===== config.mk =====
export PLATFORM = sky130hd
export DESIGN_NAME = mdu_issue_ctrl
export DESIGN_NICKNAME = d
export VERILOG_FILES = /design/src/rtl/mdu_pkg.sv /design/src/rtl/mdu_shadow_cnt.sv /design/src/rtl/mdu_issue_ctrl.sv
export SDC_FILE = /design/constraint.sdc
export NUM_CORES = 1
export LEC_CHECK = 0
export ABC_CLOCK_PERIOD_IN_PS = 5000
export BUFFER_PORTS_ARGS = -buffer_cell sky130_fd_sc_hd__buf_2
export CORE_AREA = 3 3 40 42
export CTS_CLUSTER_DIAMETER = 80
export DETAILED_ROUTE_END_ITERATION = 16
export DIE_AREA = 0 0 43 45
export PLACE_DENSITY = 0.79
export SYNTH_ARGS = -nofsm -noshare
export SYNTH_HDL_FRONTEND = slang
export SYNTH_SLANG_ARGS = --single-unit

===== constraint.sdc =====
create_clock -name clk -period 5 [get_ports clk]
set_input_delay 0.5 -clock clk [delete_from_list [all_inputs] [get_ports clk]]
set_output_delay 0.5 -clock clk [all_outputs]
set_load 0.005 [all_outputs]

===== src/rtl/mdu_pkg.sv =====
// Shared multiply/divide unit definitions: MD opcodes, idle code, default latencies.
package mdu_pkg;

    localparam logic [3:0] MULT   = 4'd0;
    localparam logic [3:0] MULTU  = 4'd1;
    localparam logic [3:0] DIV    = 4'd2;
    localparam logic [3:0] DIVU   = 4'd3;
    localparam logic [3:0] MFHI   = 4'd4;
    localparam logic [3:0] MFLO   = 4'd5;
    localparam logic [3:0] MTHI   = 4'd6;
    localparam logic [3:0] MTLO   = 4'd7;
    // The MDU acts on MDOp whenever idle, so the idle code must not alias MULT (0).
    localparam logic [3:0] MD_NOP = 4'hF;

    localparam int MULT_LAT_DEF = 5;
    localparam int DIV_LAT_DEF  = 10;

    function automatic logic is_muldiv(input logic [3:0] op);
        return op <= DIVU;
    endfunction

    function automatic logic is_div(input logic [3:0] op);
        return (op == DIV) || (op == DIVU);
    endfunction

endpackage


===== src/rtl/mdu_shadow_cnt.sv =====
// Shadow latency counter: loads on an accepted start, counts down, busy while non-zero.
module mdu_shadow_cnt
    import mdu_pkg::*;
#(
    parameter int CNT_W = 4
) (
    input  logic             clk,
    input  logic             reset,
    input  logic             load,
    input  logic [CNT_W-1:0] load_val,
    output logic             busy,
    output logic             restart
);

    logic [CNT_W-1:0] cnt;

    // A load while still counting is ignored; the caller flags it via restart.
    always_ff @(posedge clk or negedge reset) begin
        if (!reset) begin
            cnt <= '0;
        end else if (load && (cnt == '0)) begin
            cnt <= load_val;
        end else if (cnt != '0) begin
            cnt <= cnt - 1'b1;
        end
    end

    assign busy    = (cnt != '0);
    assign restart = load & busy;

endmodule


===== src/rtl/mdu_issue_ctrl.sv =====
// E-stage initiator for the MDU start/MDOp/Busy interface, with shadow busy tracking and stall.
module mdu_issue_ctrl
    import mdu_pkg::*;
#(
    parameter int MULT_LAT = MULT_LAT_DEF,
    parameter int DIV_LAT  = DIV_LAT_DEF,
    parameter int CNT_W    = 4
) (
    input  logic       clk,
    input  logic       reset,
    input  logic       d_md_valid,
    input  logic [3:0] d_md_op,
    input  logic       d_advance,
    input  logic       e_flush,
    input  logic       mdu_busy,
    output logic [3:0] md_op,
    output logic       start,
    output logic       stall_md,
    output logic       err_sync
);

    // Handshake: start is a level held while E holds MULT/MULTU/DIV/DIVU; the MDU
    // samples it at the edge when idle and raises Busy from the following cycle
    // for the op's latency. Stalling MD-class work in D keeps start one cycle wide.
    logic       e_vld;
    logic [3:0] e_op;
    logic       shadow_busy;
    logic       restart;
    logic [CNT_W-1:0] load_val;

    always_ff @(posedge clk or negedge reset) begin
        if (!reset) begin
            e_vld <= 1'b0;
            e_op  <= MD_NOP;
        end else if (e_flush || stall_md) begin
            e_vld <= 1'b0;
            e_op  <= MD_NOP;
        end else if (d_advance) begin
            e_vld <= d_md_valid;
            e_op  <= d_md_valid ? d_md_op : MD_NOP;
        end
    end

    assign md_op    = e_vld ? e_op : MD_NOP;
    assign start    = e_vld & is_muldiv(e_op);
    assign stall_md = d_md_valid & (start | mdu_busy | shadow_busy);
    assign load_val = is_div(e_op) ? CNT_W'(DIV_LAT) : CNT_W'(MULT_LAT);

    // Flush does not gate the load: the MDU has already sampled this cycle's start.
    mdu_shadow_cnt #(
        .CNT_W(CNT_W)
    ) u_shadow_cnt (
        .clk     (clk),
        .reset   (reset),
        .load    (start),
        .load_val(load_val),
        .busy    (shadow_busy),
        .restart (restart)
    );

    always_ff @(posedge clk or negedge reset) begin
        if (!reset) begin
            err_sync <= 1'b0;
        end else if ((shadow_busy != mdu_busy) || restart) begin
            err_sync <= 1'b1;
        end
    end

endmodule


; Yosys cells after proc, flatten, opt, wreduce, memory -nomap -nowiden
; Index checks and enable logic that the tools add are counted.
[word_totals]
inputBits = 10
register_bits = 10
output_inout_bits = 7
elab_cells = 31
[classes]
muxes = 9
add_sub_neg = 1
eq_ne = 3
n_reduce_logical = 8
n_bitwise = 5
order_cmp = 1
[op_table]
columns = op, count
row1 = 2-to-1 mux 4 bit, 7
row2 = == test 4 x 2 -> 1 bit (second input constant), 2
row3 = <= comparator 4 x 2 -> 1 bit (second input constant), 1
row4 = logical NOT 4 bit, 1
row5 = nonzero test 2 bit, 2
row6 = nonzero test 4 bit, 1
row7 = subtractor 4 x 1 -> 4 bit (second input constant), 1
row8 = bitwise AND 1 bit, 3
row9 = logical OR 1 bit, 3
row10 = 2-to-1 mux 1 bit, 2
row11 = OR 1 bit, 2
row12 = logical AND 1 bit, 1
row13 = inequality test 1 bit, 1

; Logic depth before layout (Yosys ltp)
[logic_depth]
ltp_word = 7
mapped_depth = 7
depth_no_buf = 6

; Hierarchy
; From an unflattened synthesis, not the netlist that was laid out.
[hier_totals]
cells_unflattened = 61
area_unflattened_um2 = 593.1
[modules_own_cells]
columns = mod, seq_area_each_um2, cells_each, area_per_inst_um2, n_inst
row1 = mdu_issue_ctrl, 155.1, 36, 336.6, 1
row2 = mdu_shadow_cnt, 100.1, 25, 256.5, 1

; Worst setup path after synthesis
; OpenSTA, ideal clock, no wires.
[synth_path]
path_type = flip-flop to output port
startpoint = register u_shadow_cnt.cnt[0]
endpoint = output port stall_md
path_stages_with_launch = 7
setup_slack_ns = 3.123
arrival_ns = 1.377
n_path_buf = 1
t_required_ns = 4.500
path_cell_list = dfrtp_1 -> inv_1 -> ha_1 -> or3b_1 -> buf_6 -> o31ai_4 -> inv_2
[synth_via]
elab_chain_cells = 3
[synth_lines]
columns = element, line_no
row1 = start: declaration, mdu_shadow_cnt.sv:15  ; logic [CNT_W-1:0] cnt;
row2 = start signal: assignment, mdu_shadow_cnt.sv:22  ; cnt <= load_val;
row3 = start signal: assignment, mdu_shadow_cnt.sv:24  ; cnt <= cnt - 1'b1;
row4 = nonzero test 4 bit, mdu_shadow_cnt.sv:28  ; assign busy = (cnt != '0);
row5 = OR 1 bit, mdu_issue_ctrl.sv:46  ; assign stall_md = d_md_valid & (start | mdu_busy | shadow_busy);
row6 = bitwise AND 1 bit, mdu_issue_ctrl.sv:46
row7 = end: declaration, mdu_issue_ctrl.sv:18  ; output logic stall_md,
; Every way passes these cells.

; Final worst setup path
; Same ends and word-level chain as after synthesis.

==> flow_metrics.env <==
export IMPL_pre_cts_ws_ns=2.88
export IMPL_synthCells=57
export IMPL_synth_area_top_cells="dfrtp_1 27%, dfstp_2 19%, nand2b_1 5.6%"
export IMPL_nets=87
export IMPL_synthSimpleGateAreaFrac_pct=25.7
export IMPL_worstMarginPinSlew_ns=0.491
export IMPL_tns_ns=0
export IMPL_grt_pass1_wl_mm=1.91
export IMPL_path_cells="inv_1 > ha_1 > or3b_1 > o31ai_4 > inv_2 > buf_2"
export IMPL_timing_fmax_mhz=414
export IMPL_critPathSlowestCell="or3b_1"
export IMPL_die_x_um=43
export IMPL_fin_util_pct=53.0
export IMPL_gp_congestion=0.849
export IMPL_slew_headroom_pct=67.1
export IMPL_endpoint_kind="output port"
export IMPL_drive_above_1_share_pct=36.0
export IMPL_synth_top_area_cell="dfrtp_1"
export IMPL_vias=485
export IMPL_yosys_area_top_type_share_pct=26.8
export IMPL_drv_cap=0
export IMPL_synth_fa_ha_area_share_pct=2.23
export IMPL_rsz0062_at_grt="no"
export IMPL_path_max_fanout=8
export IMPL_path_clk_slew_ns=0.07
export IMPL_grt_use_total_pct=13.6
export IMPL_ir_worst_vdd_mv=0.186
export IMPL_ios=17
export IMPL_critical_path_max_stage_delay_ns=0.51
export IMPL_synth_xor_area_share_pct=0
export IMPL_highest_layer="met4"
export IMPL_worst_slack_ns=2.58
export IMPL_drt_wirelength_per_cell_um=12.3
export IMPL_p_leak_nw=0.282
export IMPL_status="finished clean"
export IMPL_drt_antenna_violating_nets=0
export IMPL_wl_met2_um=538
export IMPL_hold_violations=0
export IMPL_synth_compound_area_share_pct=19.2
export IMPL_ys_types=29
export IMPL_regArea_um2=255
export IMPL_cts_sinks=10
export IMPL_multi_input_area_um2=264
export IMPL_synth_area_um2=561
export IMPL_grt_overflow=0
export IMPL_initial_utilization_pct=43.6
export IMPL_avgSynthCellArea_um2=9.83
export IMPL_drt_pre_antenna_iters=4
export IMPL_ys_seq_area_share_pct=45.5
export IMPL_met1_length_um=474
export IMPL_synthFlopType="dfrtp_1"
export IMPL_setup_viol=0
export IMPL_synth_commonest_cells="6 x dfrtp_1, 6 x inv_1, 5 x nand2b_1"
export IMPL_cts_inserted_buffers=3
export IMPL_rows=13
export IMPL_clock_skew_ns=0.00197
export IMPL_dieArea_mm2=0.00194
export IMPL_core_mm2=0.00128
export IMPL_wl_met3_um=82
export IMPL_hpwl_um=898
export IMPL_root_buffer="clkbuf_4"
export IMPL_die_y_um=45
export IMPL_async_flop_share_pct=100
export IMPL_n_antenna_cell=0
export IMPL_clockBufferDepth=2
export IMPL_route_detailed_drc=0
export IMPL_holdBufCountCts=0
export IMPL_yosysWarningCount=0
export IMPL_clk_latency_ns=0.27
export IMPL_slew_violations=0
export IMPL_post_cts_buffers=0
export IMPL_cts_resized=0
export IMPL_crit_type="flip-flop to output port"
export IMPL_cp_required_ns=4.50
export IMPL_synth_mux_area_share_pct=0
export IMPL_crit_arrival_ns=1.92
export IMPL_drt_iter0_markers=6
export IMPL_synth_edff_count=0
export IMPL_worstSetupStartpointType="flip-flop"
export IMPL_min_period_ns=2.42
export IMPL_cts_tree="done"
export IMPL_ys_ff_latch=10
export IMPL_fill_cells=118
export IMPL_p_per_area_mw_per_mm2=387
export IMPL_grt_max_degree=11
export IMPL_cts_max_level=1
export IMPL_vias_per_cell=5.39
export IMPL_syn_nets=68
export IMPL_hp_class="primary input to asynchronous set/reset pin"
export IMPL_antenna_found_initial=0
export IMPL_grt_pass1_vias=461
export IMPL_finalCritPeriodShare_pct=48.3
export IMPL_syn_to_final_growth_pct=21.4
export IMPL_routed_wl_mm=1.11
export IMPL_port_buffers=16
export IMPL_synth_top_family_by_area="simple AND/OR/NAND/NOR gates"
==> registers in the layout, indices dropped and copies added, names as in the netlist <==
register and flops:
e_op 4, u_shadow_cnt.cnt 4, e_vld 1, err_sync 1
==> metrics by stage <==
step / cells / area (µm²) / hold slack [ns] / total power, W
after CTS: 90 / 681 / 0.0772 / 0.000266
final: 90 / 681 / 0.0733 / 0.000263
after global placement: 86 / 644 / 0.368 / 0.000189
after detailed placement: 86 / 644 / 0.372 / 0.000191
after global routing: 90 / 681 / 0.0838 / 0.000284
after floorplan: 57 / 561 / 0.204 / 0.000175
==> metal layers <==
| layer | GRT usage [%] | up-vias |
|---|---|---|
| met5 | 0 | - |
| met1 | 17.7 | 218 |
| li1 | - | 247 |
| met4 | 7.83 | 0 |
| met2 | 19.8 | 18 |
| met3 | 4.38 | 2 |
==> cells by family (layout without fill, tap and decap cells) <==
group | Yosys count | after routing
simple gates | 23 | 23
fa+ha+maj | 1 | 1
buf+inv | 9 | 27
compound gates | 14 | 14
flops | 10 | 10
==> cell usage in the layout (no fill, tap or decap), drive strengths merged, types with 3 or more instances in the layout <==
cell type / count
or3: 3
o21ai: 3
a31oi: 3
nand2b: 5
inv: 7
dfrtp: 6
nor2: 4
buf: 16
dfstp: 4
nor3: 3
clkbuf: 4
==> final timing paths <==
check,end,slack (ns),cells after the start,from
worst max-delay path,stall_md,2.58,6,u_shadow_cnt.cnt[0]$_DFFE_PN0P_
worst min-delay path,u_shadow_cnt.cnt[3]$_DFFE_PN0P_,0.07,1,reset
worst max register to register,e_op[0]$_DFFE_PN1P_,3.04,6,u_shadow_cnt.cnt[0]$_DFFE_PN0P_
worst min register to register,u_shadow_cnt.cnt[0]$_DFFE_PN0P_,0.53,1,u_shadow_cnt.cnt[0]$_DFFE_PN0P_
max in group asynchronous,e_op[1]$_DFFE_PN1P_,4.68,1,reset
min in group clk,e_vld$_DFFE_PN0P_,0.43,2,e_flush
==> where the power goes <==
group	switching [W]	internal, W
Clock	0.0000292	0.0000443
Combinational	0.0000387	0.0000350
Sequential	0.0000162	0.000100
Total	0.0000841	0.000179
==> worst max-delay path, delay by kind of cell (launching register included) <==
kind                       cells  cell delay, ns
DFF                            1            0.40
AOI/OAI and AO/OA              1            0.24
and+or+nand+nor                1            0.51
adders and majority gates      1            0.20
buffers and inverters          3            0.30
==> final cells by class <==
type / count / area share [%]
repair buffers: 16 / 11.8
flip-flops and latches: 10 / 37.5
multi-input cells: 38 / 38.8
inverters: 7 / 3.86
well taps: 15 / 2.76
clock buffers: 4 / 5.33
No activity file was read; power rests on OpenSTA's default activity.
